<file path="src/rtl/servo_scan_sequencer.sv">
// Raster-scan sequencer: steps yaw/pitch duty words across a grid on PWM frame
// boundaries, settles, then handshakes one LiDAR sample per grid point.
module servo_scan_sequencer #(
  parameter int unsigned FRAME_CYCLES = 2000001,
  parameter int unsigned DUTY_MIN     = 100000,
  parameter int unsigned DUTY_MAX     = 200000
) (
  input  logic        clk,
  input  logic        reset,
  input  logic        start,
  input  logic        abort,
  input  logic [31:0] yaw_start,
  input  logic [31:0] yaw_stop,
  input  logic [31:0] yaw_step,
  input  logic [31:0] pitch_start,
  input  logic [31:0] pitch_stop,
  input  logic [31:0] pitch_step,
  input  logic [7:0]  settle_frames,
  input  logic        sample_ack,
  output logic [31:0] yaw_duty_o,
  output logic [31:0] pitch_duty_o,
  output logic        sample_req_o,
  output logic        busy_o,
  output logic        done_o,
  output logic [15:0] point_idx_o
);

  localparam int          CW         = $clog2(FRAME_CYCLES);
  localparam logic [CW-1:0] FRAME_LAST = CW'(FRAME_CYCLES - 1);
  localparam logic [31:0] DUTY_LO    = 32'(DUTY_MIN);
  localparam logic [31:0] DUTY_HI    = 32'(DUTY_MAX);
  localparam logic [31:0] DUTY_MID   = 32'((DUTY_MIN + DUTY_MAX) / 2);

  typedef enum logic [2:0] {
    S_IDLE, S_MOVE, S_SETTLE, S_SAMPLE, S_STEP, S_DONE
  } state_t;

  state_t          state_q, state_d;
  logic [CW-1:0]   frame_cnt_q, frame_cnt_d;
  logic [31:0]     yaw_start_q, yaw_start_d, yaw_stop_q, yaw_stop_d, yaw_step_q, yaw_step_d;
  logic [31:0]     pitch_start_q, pitch_start_d, pitch_stop_q, pitch_stop_d;
  logic [31:0]     pitch_step_q, pitch_step_d;
  logic [7:0]      settle_cfg_q, settle_cfg_d, settle_cnt_q, settle_cnt_d;
  logic [31:0]     yaw_tgt_q, yaw_tgt_d, pitch_tgt_q, pitch_tgt_d;
  logic [31:0]     yaw_duty_q, yaw_duty_d, pitch_duty_q, pitch_duty_d;
  logic            req_q, req_d;
  logic [15:0]     point_idx_q, point_idx_d;

  logic            frame_tick;
  logic [32:0]     yaw_sum, pitch_sum;
  logic            yaw_adv, pitch_adv;

  function automatic logic [31:0] clamp_duty(input logic [31:0] v);
    if (v < DUTY_LO)      return DUTY_LO;
    else if (v > DUTY_HI) return DUTY_HI;
    else                  return v;
  endfunction

  assign frame_tick = (frame_cnt_q == FRAME_LAST);

  // A zero step would otherwise satisfy tgt+0 <= stop forever, so it blocks advancing.
  assign yaw_sum   = {1'b0, yaw_tgt_q} + {1'b0, yaw_step_q};
  assign pitch_sum = {1'b0, pitch_tgt_q} + {1'b0, pitch_step_q};
  assign yaw_adv   = !yaw_sum[32] && (yaw_sum[31:0] <= yaw_stop_q) && (yaw_step_q != 32'd0);
  assign pitch_adv = !pitch_sum[32] && (pitch_sum[31:0] <= pitch_stop_q) && (pitch_step_q != 32'd0);

  always_comb begin
    state_d       = state_q;
    frame_cnt_d   = frame_tick ? '0 : frame_cnt_q + 1'b1;
    yaw_start_d   = yaw_start_q;
    yaw_stop_d    = yaw_stop_q;
    yaw_step_d    = yaw_step_q;
    pitch_start_d = pitch_start_q;
    pitch_stop_d  = pitch_stop_q;
    pitch_step_d  = pitch_step_q;
    settle_cfg_d  = settle_cfg_q;
    settle_cnt_d  = settle_cnt_q;
    yaw_tgt_d     = yaw_tgt_q;
    pitch_tgt_d   = pitch_tgt_q;
    yaw_duty_d    = yaw_duty_q;
    pitch_duty_d  = pitch_duty_q;
    req_d         = 1'b0;
    point_idx_d   = point_idx_q;

    case (state_q)
      S_IDLE: begin
        if (start) begin
          yaw_start_d   = yaw_start;
          yaw_stop_d    = yaw_stop;
          yaw_step_d    = yaw_step;
          pitch_start_d = pitch_start;
          pitch_stop_d  = pitch_stop;
          pitch_step_d  = pitch_step;
          settle_cfg_d  = settle_frames;
          yaw_tgt_d     = yaw_start;
          pitch_tgt_d   = pitch_start;
          point_idx_d   = '0;
          state_d       = S_MOVE;
        end
      end
      S_MOVE: begin
        if (frame_tick) begin
          yaw_duty_d   = clamp_duty(yaw_tgt_q);
          pitch_duty_d = clamp_duty(pitch_tgt_q);
          settle_cnt_d = '0;
          state_d      = (settle_cfg_q == 8'd0) ? S_SAMPLE : S_SETTLE;
        end
      end
      S_SETTLE: begin
        if (frame_tick) begin
          if (settle_cnt_q == settle_cfg_q - 8'd1) state_d = S_SAMPLE;
          else                                     settle_cnt_d = settle_cnt_q + 8'd1;
        end
      end
      S_SAMPLE: begin
        // Only an ack seen while the request is visible completes the handshake.
        if (sample_ack && req_q) begin
          if (point_idx_q != 16'hFFFF) point_idx_d = point_idx_q + 16'd1;
          state_d = S_STEP;
        end else begin
          req_d = 1'b1;
        end
      end
      S_STEP: begin
        state_d = S_MOVE;
        if (yaw_adv) begin
          yaw_tgt_d = yaw_sum[31:0];
        end else begin
          yaw_tgt_d = yaw_start_q;
          if (pitch_adv) pitch_tgt_d = pitch_sum[31:0];
          else           state_d     = S_DONE;
        end
      end
      S_DONE:  state_d = S_IDLE;
      default: state_d = S_IDLE;
    endcase

    if (abort && (state_q != S_IDLE)) begin
      state_d      = S_IDLE;
      req_d        = 1'b0;
      point_idx_d  = point_idx_q;
      yaw_duty_d   = yaw_duty_q;
      pitch_duty_d = pitch_duty_q;
    end
  end

  always_ff @(posedge clk) begin
    if (reset) begin
      state_q       <= S_IDLE;
      frame_cnt_q   <= '0;
      yaw_start_q   <= '0;
      yaw_stop_q    <= '0;
      yaw_step_q    <= '0;
      pitch_start_q <= '0;
      pitch_stop_q  <= '0;
      pitch_step_q  <= '0;
      settle_cfg_q  <= '0;
      settle_cnt_q  <= '0;
      yaw_tgt_q     <= '0;
      pitch_tgt_q   <= '0;
      yaw_duty_q    <= DUTY_MID;
      pitch_duty_q  <= DUTY_MID;
      req_q         <= 1'b0;
      point_idx_q   <= '0;
    end else begin
      state_q       <= state_d;
      frame_cnt_q   <= frame_cnt_d;
      yaw_start_q   <= yaw_start_d;
      yaw_stop_q    <= yaw_stop_d;
      yaw_step_q    <= yaw_step_d;
      pitch_start_q <= pitch_start_d;
      pitch_stop_q  <= pitch_stop_d;
      pitch_step_q  <= pitch_step_d;
      settle_cfg_q  <= settle_cfg_d;
      settle_cnt_q  <= settle_cnt_d;
      yaw_tgt_q     <= yaw_tgt_d;
      pitch_tgt_q   <= pitch_tgt_d;
      yaw_duty_q    <= yaw_duty_d;
      pitch_duty_q  <= pitch_duty_d;
      req_q         <= req_d;
      point_idx_q   <= point_idx_d;
    end
  end

  assign yaw_duty_o   = yaw_duty_q;
  assign pitch_duty_o = pitch_duty_q;
  assign sample_req_o = req_q;
  assign busy_o       = (state_q != S_IDLE);
  assign done_o       = (state_q == S_DONE);
  assign point_idx_o  = point_idx_q;

endmodule

</file>
<file path="config.mk">
export PLATFORM = sky130hd
export DESIGN_NAME = servo_scan_sequencer
export DESIGN_NICKNAME = d
export VERILOG_FILES = /design/src/rtl/servo_scan_sequencer.sv
export SDC_FILE = /design/constraint.sdc
export NUM_CORES = 1
export LEC_CHECK = 0
export CORE_UTILIZATION = 30
export DETAILED_ROUTE_END_ITERATION = 10
export MAX_ROUTING_LAYER = met4
export PLACE_DENSITY = 0.53
export SETUP_SLACK_MARGIN = 0.15
export SLEW_MARGIN = 30
export SYNTH_ARGS = -nofsm -noshare
export SYNTH_HDL_FRONTEND = slang
export SYNTH_SLANG_ARGS = --single-unit
</file>
<file path="constraint.sdc">
create_clock -name clk -period 10.85 [get_ports clk]
set_clock_uncertainty 0.2 [all_clocks]
set_input_delay 2.17 -clock clk [delete_from_list [all_inputs] [get_ports clk]]
set_output_delay 2.17 -clock clk [all_outputs]
set_load 0.01 [all_outputs]
</file>
---- Word level (Yosys, flattened, before mapping) ----
Index checks and enable logic that the tools add are counted.
operators by class
  add/subtract/negate cells ............... 6
  magnitude comparators ................... 6
  equality and inequality tests ........... 17
  mux-type cells .......................... 29
  bitwise logic cells ..................... 2
  reduce and logical (&&, ||, !) cells .... 26
operators with widths
  operator                                                                        number
  32-bit two-way mux                                                              9
  32-bit case mux with 2 select lines                                             2
  32-bit by 32-bit adder with 33-bit output                                       2
  32-bit by 18-bit > comparator with 1-bit output, second input constant          2
  32-bit <= comparator                                                            2
  32-bit by 17-bit less-than comparator with 1-bit output, second input constant  2
  32-bit nonzero test                                                             2
  16-bit two-way mux                                                              3
  16-bit case mux with 2 select lines                                             1
  8-bit two-way mux                                                               3
  21-bit by 1-bit adder with 21-bit output, second input constant                 1
  21-bit equality test, second input constant                                     1
  3-bit two-way mux                                                               7
  2-bit inequality test, second input constant                                    9
  16-bit by 1-bit adder with 16-bit output, second input constant                 1
  16-bit inequality test, second input constant                                   1
  8-bit case mux with 2 select lines                                              1
  3-bit case mux with 5 select lines                                              1
  5-bit AND reduction                                                             2
  8-bit by 1-bit adder with 8-bit output, second input constant                   1
  8-bit equality test                                                             1
  8-bit zero test                                                                 1
  4-bit AND reduction                                                             2
  8-bit by 1-bit subtractor with 8-bit output, second input constant              1
  other kinds (14)                                                                28
word-level totals
  flip-flop bits (word level) ............. 345
  input bits .............................. 205

---- Longest topological paths before layout ----
  depth in word-level cells ............... 7
  gate-level depth with buffers ........... 22
  mapped depth without buffers ............ 21

---- Least setup slack after synthesis ----
Ideal clock, no wire load.
  path type ............................... register to register
  start point ............................. reg pitch_tgt_q[0]
  end point ............................... reg pitch_tgt_q[30]
  setup time .............................. 0.138 ns
  arrival ................................. 4.548 ns
  slack ................................... 5.964 ns
  cell stages (with the launch flop) ...... 23
  path buffers ............................ 1
  cells stage by stage .................... dfxtp_1 > ha_1 > inv_1 > fa_1 > nand2b_1 > a21oi_1 > o41a_1 > a22o_1 > a21oi_1 > nor4_1 > nor2_1 > xnor2_1 > ha_1 > nand4_1 > or4_1 > nor2_1 > a21oi_1 > o21ai_0 > o31ai_1 > a211o_1 > clkbuf_1 > nor3_1 > nor3_1
on the way
  cells in the longest elaborated chain, start to end .. 6
  elaborated cells on any way between the ends .. 10
  those cells by class .................... 1 x add/sub; 1 x order compare; 1 x eq/ne; 3 x mux; 4 x reduce/logical
ends and longest elaborated chain
  what                                                            RTL line  text
  start: declaration                                              44        logic [31:0] yaw_tgt_q, yaw_tgt_d, pitch_tgt_q, pitch_tgt_d;
  start signal: assignment                                        177       pitch_tgt_q <= pitch_tgt_d;
  32-bit by 32-bit adder with 33-bit output *                     63        assign pitch_sum = {1'b0, pitch_tgt_q} + {1'b0, pitch_step_q};
  32-bit <= comparator / 1-bit zero test (equally long branches)  65        assign pitch_adv = !pitch_sum[32] && (pitch_sum[31:0] <= pitch_stop_q) && (pitch_step_q != 32'd0);
  1-bit logical AND (2 in a row)                                  65
  2-bit inequality test (no line)                                 n/a
  4-bit AND reduction (no line)                                   n/a
Every way passes the cells marked *; elsewhere a longest branch is shown, timed or not. The select of a mux whose other input is x is not followed.
A chain may end at the register's enable or synchronous reset.

---- Worst setup path after layout ----
  start point ............................. reg pitch_tgt_q[0]
  end point ............................... reg pitch_tgt_q[14]
The elaborated chain is that of the path after synthesis.

==> results.md <==
Run status:
- The run finished with clean final reports.

Power and ir drop:
- The power per unit of standard cell area is 199.0 mW/mm^2.
- The combinational fraction of design power is between 30% and 40%.
- Summed over all cells, the static leakage comes to around 9 nW.
- The sequential share of power is between 30% and 40%.
- Net switching is about two fifths of the power.
- Internal power comes to roughly 2.9 mW.
- The clock network accounts for a little under a third of the total power.
- Across the VDD grid, the largest voltage drop is about 0.00013 V.
- Summed over all nets, the switching power comes to around 1.8 mW.

Routing:
- For this block, the initial DRC count from the detailed router was about 1,100.
- The final routed wire length divided by cell count is 18.69 um.
- The number of nets with antenna violations after routing is 0.
- The final layout contains routed wiring with a total length of around 65,000 um.
- The detail-routed via count per cell is 5.113.
- The final routed DRC violation total is 0.
- The detailed-routing iteration count for the pre-antenna-repair pass is 6.
- The via count is between 15,000 and 20,000.

Critical path:
- In this design, the largest share of critical-path delay is due to compound AO/OA/AOI/OAI gates.
- The delay of the slowest cell on the worst path is 0.61 ns.
- The worst setup path is launched from a flip-flop.
- Walking the worst path, the cells encountered are ha_1 -> inv_1 -> fa_1 -> nand2b_1 -> a21oi_1 -> o41a_1 -> a22o_1 -> a21oi_1 -> nor4_1 -> nor2_1 -> xnor2_1 -> ha_1 -> nand4_1 -> or4_1 -> nor2_1 -> a21oi_1 -> o21ai_0 -> o31ai_1 -> a211oi_4 -> buf_4 -> nor2_1 -> a311oi_2.
- The critical path contains buffers and inverters numbering 2 combined.
- STA classifies the critical path endpoint as a flip-flop.
- The worst-path cell with the longest stage delay is sky130_fd_sc_hd__or4_1.
- The endpoint required time on the critical path is between 10 and 15 ns.
- Data on the critical path arrives at its endpoint at roughly 6.3 ns.
- The largest fanout on the critical path is between 40 and 50.
- The critical path in this run is classified as reg2reg.

Timing:
- The sum of negative setup slack is 0 ns.
- The max-slew violation total from the final report is 0.
- In the finished design, the share of the clock period the worst path needs comes to a little over half.
- The slew at the pin with the worst max-slew slack is just over 0.9 ns.
- The final period demand of the worst path is between 5 and 6 ns.
- Setup repair after global routing left no endpoint under its margin.
- The achievable clock frequency is about 170 MHz.
- The relative slew slack is between 30% and 40%.
- Hold timing on the final database bottoms out at a slack of 0.2539 ns.
- The final setup violation count is 0.
- The hold violation count in the final report is 0.
- Setup slack on the critical path of the routed design comes to slightly below 5 ns.

Global route:
- The maximum number of pins on one net before global-route repair is roughly 110.
- The global routing usage summed across all routing layers is a little over 20%.
- The number of global-route vias before repair is approximately 17,000.
- The first-pass GRT wire length is just under 100,000 um.
- The total grt overflow is 0.
- The initial antenna violation count is 2.

Synth:
- The post-synth design cell area is between 0.015 and 0.02 sq mm.
- Sequential elements use a little under two fifths of the synthesized area.
- The netlist uses 75 different library cells.
- The number of synthesized flops with an enable pin is 0.
- The flip-flop and latch count after synthesis is around 350.
- The Yosys step of the flow raised 0 warnings.
- Counting every net in the synthesized netlist gives approximately 2,700.
- Synthesis produced ~2,400 cells.
- The mean area per synthesized cell is slightly below 8 sq um.
- The async set-or-reset flop fraction in the synthesized netlist is 0%.
- The most common flop cell mapped by yosys is sky130_fd_sc_hd__dfxtp_1.

Placement:
- Routability-driven placement finished with a final weighted congestion of 0.9225.
- Prior to clock tree synthesis, the placed netlist has a worst setup slack of between 4 and 5 ns.
- The placed wire-length estimate is around 49,000 um.
- Buffers placed on the I/O ports in this run total 287.

Worst hold path:
- The type of the tightest min-delay check is reg2reg.

CTS:
- In this run the deepest clock path goes through 3 buffers.
- The master cell of the clock root buffer is sky130_fd_sc_hd__clkbuf_16.
- Clock tree synthesis inserted a total of approximately 40 buffers.
- The later pin in the worst-skew pair is clocked with a latency of approximately 0.58 ns.
- Post-CTS repair changed the size of 0 cells.
- Counting every sink on the clock net gives between 300 and 400.
- After clock tree synthesis, the clock-pin slew on the worst setup and hold paths is ~0.060 ns.
- In this run the number of H-tree levels came out at 2.
- The number of buffers inserted by hold repair at cts is 0.
- TritonCTS built the clock tree.
- Once the clock tree was built, the setup fixing pass inserted 0 buffers.

Job:
- The number of maximum-capacitance constraint violations is 0.

Floorplan:
- The initial standard-cell utilization of the core is 30.33%.
- The number of rows created at floorplan is 91.
- The die is between 200 and 300 um wide.
- The core region is 0.06160 sq mm.
- From bottom edge to top edge, the die measures between 200 and 300 um.
- The die footprint is about 0.063 sq mm.
- The number of primary I/O pins is between 200 and 300.

Finish:
- Cells fill around two fifths of the core in the end.
- The filler cells instantiated in the layout total 6,330.
- The final layout contains between 2,000 and 3,000 nets.
- The area growth from synthesis to layout is 26.78%.
- The fraction of layout instances using a drive strength above 1 is between 5 and 6%.
==> flip-flops by register name, indices dropped and copies added (netlist names) <==
register,count
yaw_stop_q,32
pitch_tgt_q,32
yaw_start_q,32
pitch_step_q,32
yaw_tgt_q,32
pitch_duty_o,32
frame_cnt_q,21
yaw_duty_o,32
settle_cnt_q,8
pitch_stop_q,32
sample_req_o,1
state_q,3
point_idx_o,16
settle_cfg_q,8
yaw_step_q,32
==> worst register-to-register path, stage by stage, from the launching register on <==
cell	delay, ns
sky130_fd_sc_hd__dfxtp_1	0.37
sky130_fd_sc_hd__ha_1	0.21
sky130_fd_sc_hd__inv_1	0.06
sky130_fd_sc_hd__fa_1	0.39
sky130_fd_sc_hd__nand2b_1	0.18
sky130_fd_sc_hd__a21oi_1	0.21
sky130_fd_sc_hd__o41a_1	0.29
sky130_fd_sc_hd__a22o_1	0.28
sky130_fd_sc_hd__a21oi_1	0.17
sky130_fd_sc_hd__nor4_1	0.47
sky130_fd_sc_hd__nor2_1	0.10
sky130_fd_sc_hd__xnor2_1	0.15
sky130_fd_sc_hd__ha_1	0.32
sky130_fd_sc_hd__nand4_1	0.17
sky130_fd_sc_hd__or4_1	0.62
sky130_fd_sc_hd__nor2_1	0.13
sky130_fd_sc_hd__a21oi_1	0.07
sky130_fd_sc_hd__o21ai_0	0.12
sky130_fd_sc_hd__o31ai_1	0.22
sky130_fd_sc_hd__a211oi_4	0.20
sky130_fd_sc_hd__buf_4	0.52
sky130_fd_sc_hd__nor2_1	0.16
sky130_fd_sc_hd__a311oi_2	0.26
==> cell type report <==
| cell class | instances | area, sq um | area share [%] |
|---|---|---|---|
| clock inverters | 17 | 198.9 | 0.8400 |
| diodes | 2 | 5.005 | 0.02113 |
| inverters | 105 | 394.1 | 1.664 |
| clock buffers | 58 | 1200 | 5.066 |
| repair buffers | 302 | 3009 | 12.71 |
| multi-input cells | 1798 | 10920 | 46.12 |
| flip-flops and latches | 345 | 6907 | 29.16 |
| well taps | 837 | 1047 | 4.422 |
==> per-stage QoR <==
step / cells / cell area, sq um / total power, mW
2_1_floorplan: 2370 / 18680 / 2.721
3_3_place_gp: 3386 / 22240 / 3.271
3_5_place_dp: 3386 / 22250 / 3.300
4_1_cts: 3461 / 23650 / 4.762
5_1_grt: 3464 / 23680 / 5.011
6_report: 3464 / 23680 / 4.713
==> per-layer routing <==
layer	GRT usage [%]	up-vias	wire, um
met5	-	-	0
met4	5.645	0	1636
met3	3.239	99	3710
met2	32.29	504	29080
met1	27.42	8349	30310
li1	-	8759	-
==> synth_stat cells, drive strengths merged (5+ instances only) <==
cell type	instances	area, sq um
nor2	183	686.9
a2111oi	6	53.80
o211ai	13	102.6
o31ai	8	60.06
nand2b	19	118.9
a31oi	14	87.58
clkbuf	111	416.7
o21bai	12	90.09
a22oi	23	172.7
dfxtp	345	6907
mux2	8	90.09
a21oi	295	1476
mux2i	23	230.2
a21o	26	195.2
xnor2	53	464.2
or3	14	87.58
o21a	19	142.6
ha	134	1677
nor2b	13	81.33
nand3	35	175.2
a211o	10	87.58
a31o	12	105.1
a41oi	7	68.82
nor3	29	145.1
a211oi	33	315.3
and4	5	45.04
and2	43	269.0
nand2	486	1824
buf	11	71.32
xor2	45	394.1
and3	12	75.07
a221o	12	120.1
a311oi	15	162.6
inv	105	394.1
nand4	36	225.2
o21ai	63	315.3
nor4	33	206.5
==> worst paths after layout <==
kind / from / endpoint / slack [ns] / cells past startpoint
max: pitch_tgt_q[0] / pitch_tgt_q[14] / 4.89 / 22
min: yaw_start_q[13] / yaw_start_q[13] / 0.25 / 2
max reg2reg: pitch_tgt_q[0] / pitch_tgt_q[14] / 4.89 / 22
min reg2reg: yaw_start_q[13] / yaw_start_q[13] / 0.25 / 2
==> kinds of logic (layout without fill, tap and decap cells) <==
logic type	Yosys count	count (layout)	synth area share, %
multiplexers	31	31	1.715
XOR/XNOR	98	98	4.595
AND/OR/NAND/NOR	924	924	21.75
AO/OA/AOI/OAI	609	609	21.06
other	0	2	0
buffers and inverters	227	482	4.722
adder cells (fa/ha/maj)	136	136	9.189
flip-flops	345	345	36.97
==> layout by cell type, fill, tap and decap left out, types with 10 or more instances in the layout <==
cell,n
sky130_fd_sc_hd__a211o_1,10
sky130_fd_sc_hd__a211oi_1,21
sky130_fd_sc_hd__a211oi_2,11
sky130_fd_sc_hd__a21o_1,26
sky130_fd_sc_hd__a21oi_1,295
sky130_fd_sc_hd__a221o_1,12
sky130_fd_sc_hd__a22oi_1,23
sky130_fd_sc_hd__a311oi_1,10
sky130_fd_sc_hd__a31o_2,12
sky130_fd_sc_hd__a31oi_1,14
sky130_fd_sc_hd__and2_1,41
sky130_fd_sc_hd__and3_1,12
sky130_fd_sc_hd__buf_4,14
sky130_fd_sc_hd__clkbuf_16,41
sky130_fd_sc_hd__clkbuf_8,12
sky130_fd_sc_hd__clkdlybuf4s50_1,286
sky130_fd_sc_hd__dfxtp_1,345
sky130_fd_sc_hd__ha_1,134
sky130_fd_sc_hd__inv_1,105
sky130_fd_sc_hd__mux2i_1,23
sky130_fd_sc_hd__nand2_1,484
sky130_fd_sc_hd__nand2b_1,19
sky130_fd_sc_hd__nand3_1,35
sky130_fd_sc_hd__nand4_1,36
sky130_fd_sc_hd__nor2_1,182
sky130_fd_sc_hd__nor2b_1,12
sky130_fd_sc_hd__nor3_1,28
sky130_fd_sc_hd__nor4_1,33
sky130_fd_sc_hd__o211ai_1,12
sky130_fd_sc_hd__o21a_1,19
sky130_fd_sc_hd__o21ai_0,59
sky130_fd_sc_hd__o21bai_1,12
sky130_fd_sc_hd__or3_1,14
sky130_fd_sc_hd__xnor2_1,53
sky130_fd_sc_hd__xor2_1,45
==> power by group through the flow <==
stage | clock [mW] | sequential, mW | combinational (mW)
3_5_place_dp | 0 | 1.60 | 1.70
3_3_place_gp | 0 | 1.60 | 1.67
4_1_cts | 1.48 | 1.58 | 1.70
5_1_grt | 1.53 | 1.59 | 1.89
6_report | 1.44 | 1.58 | 1.70
2_1_floorplan | 0 | 1.53 | 1.19
Power figures use the tool's default switching activity.
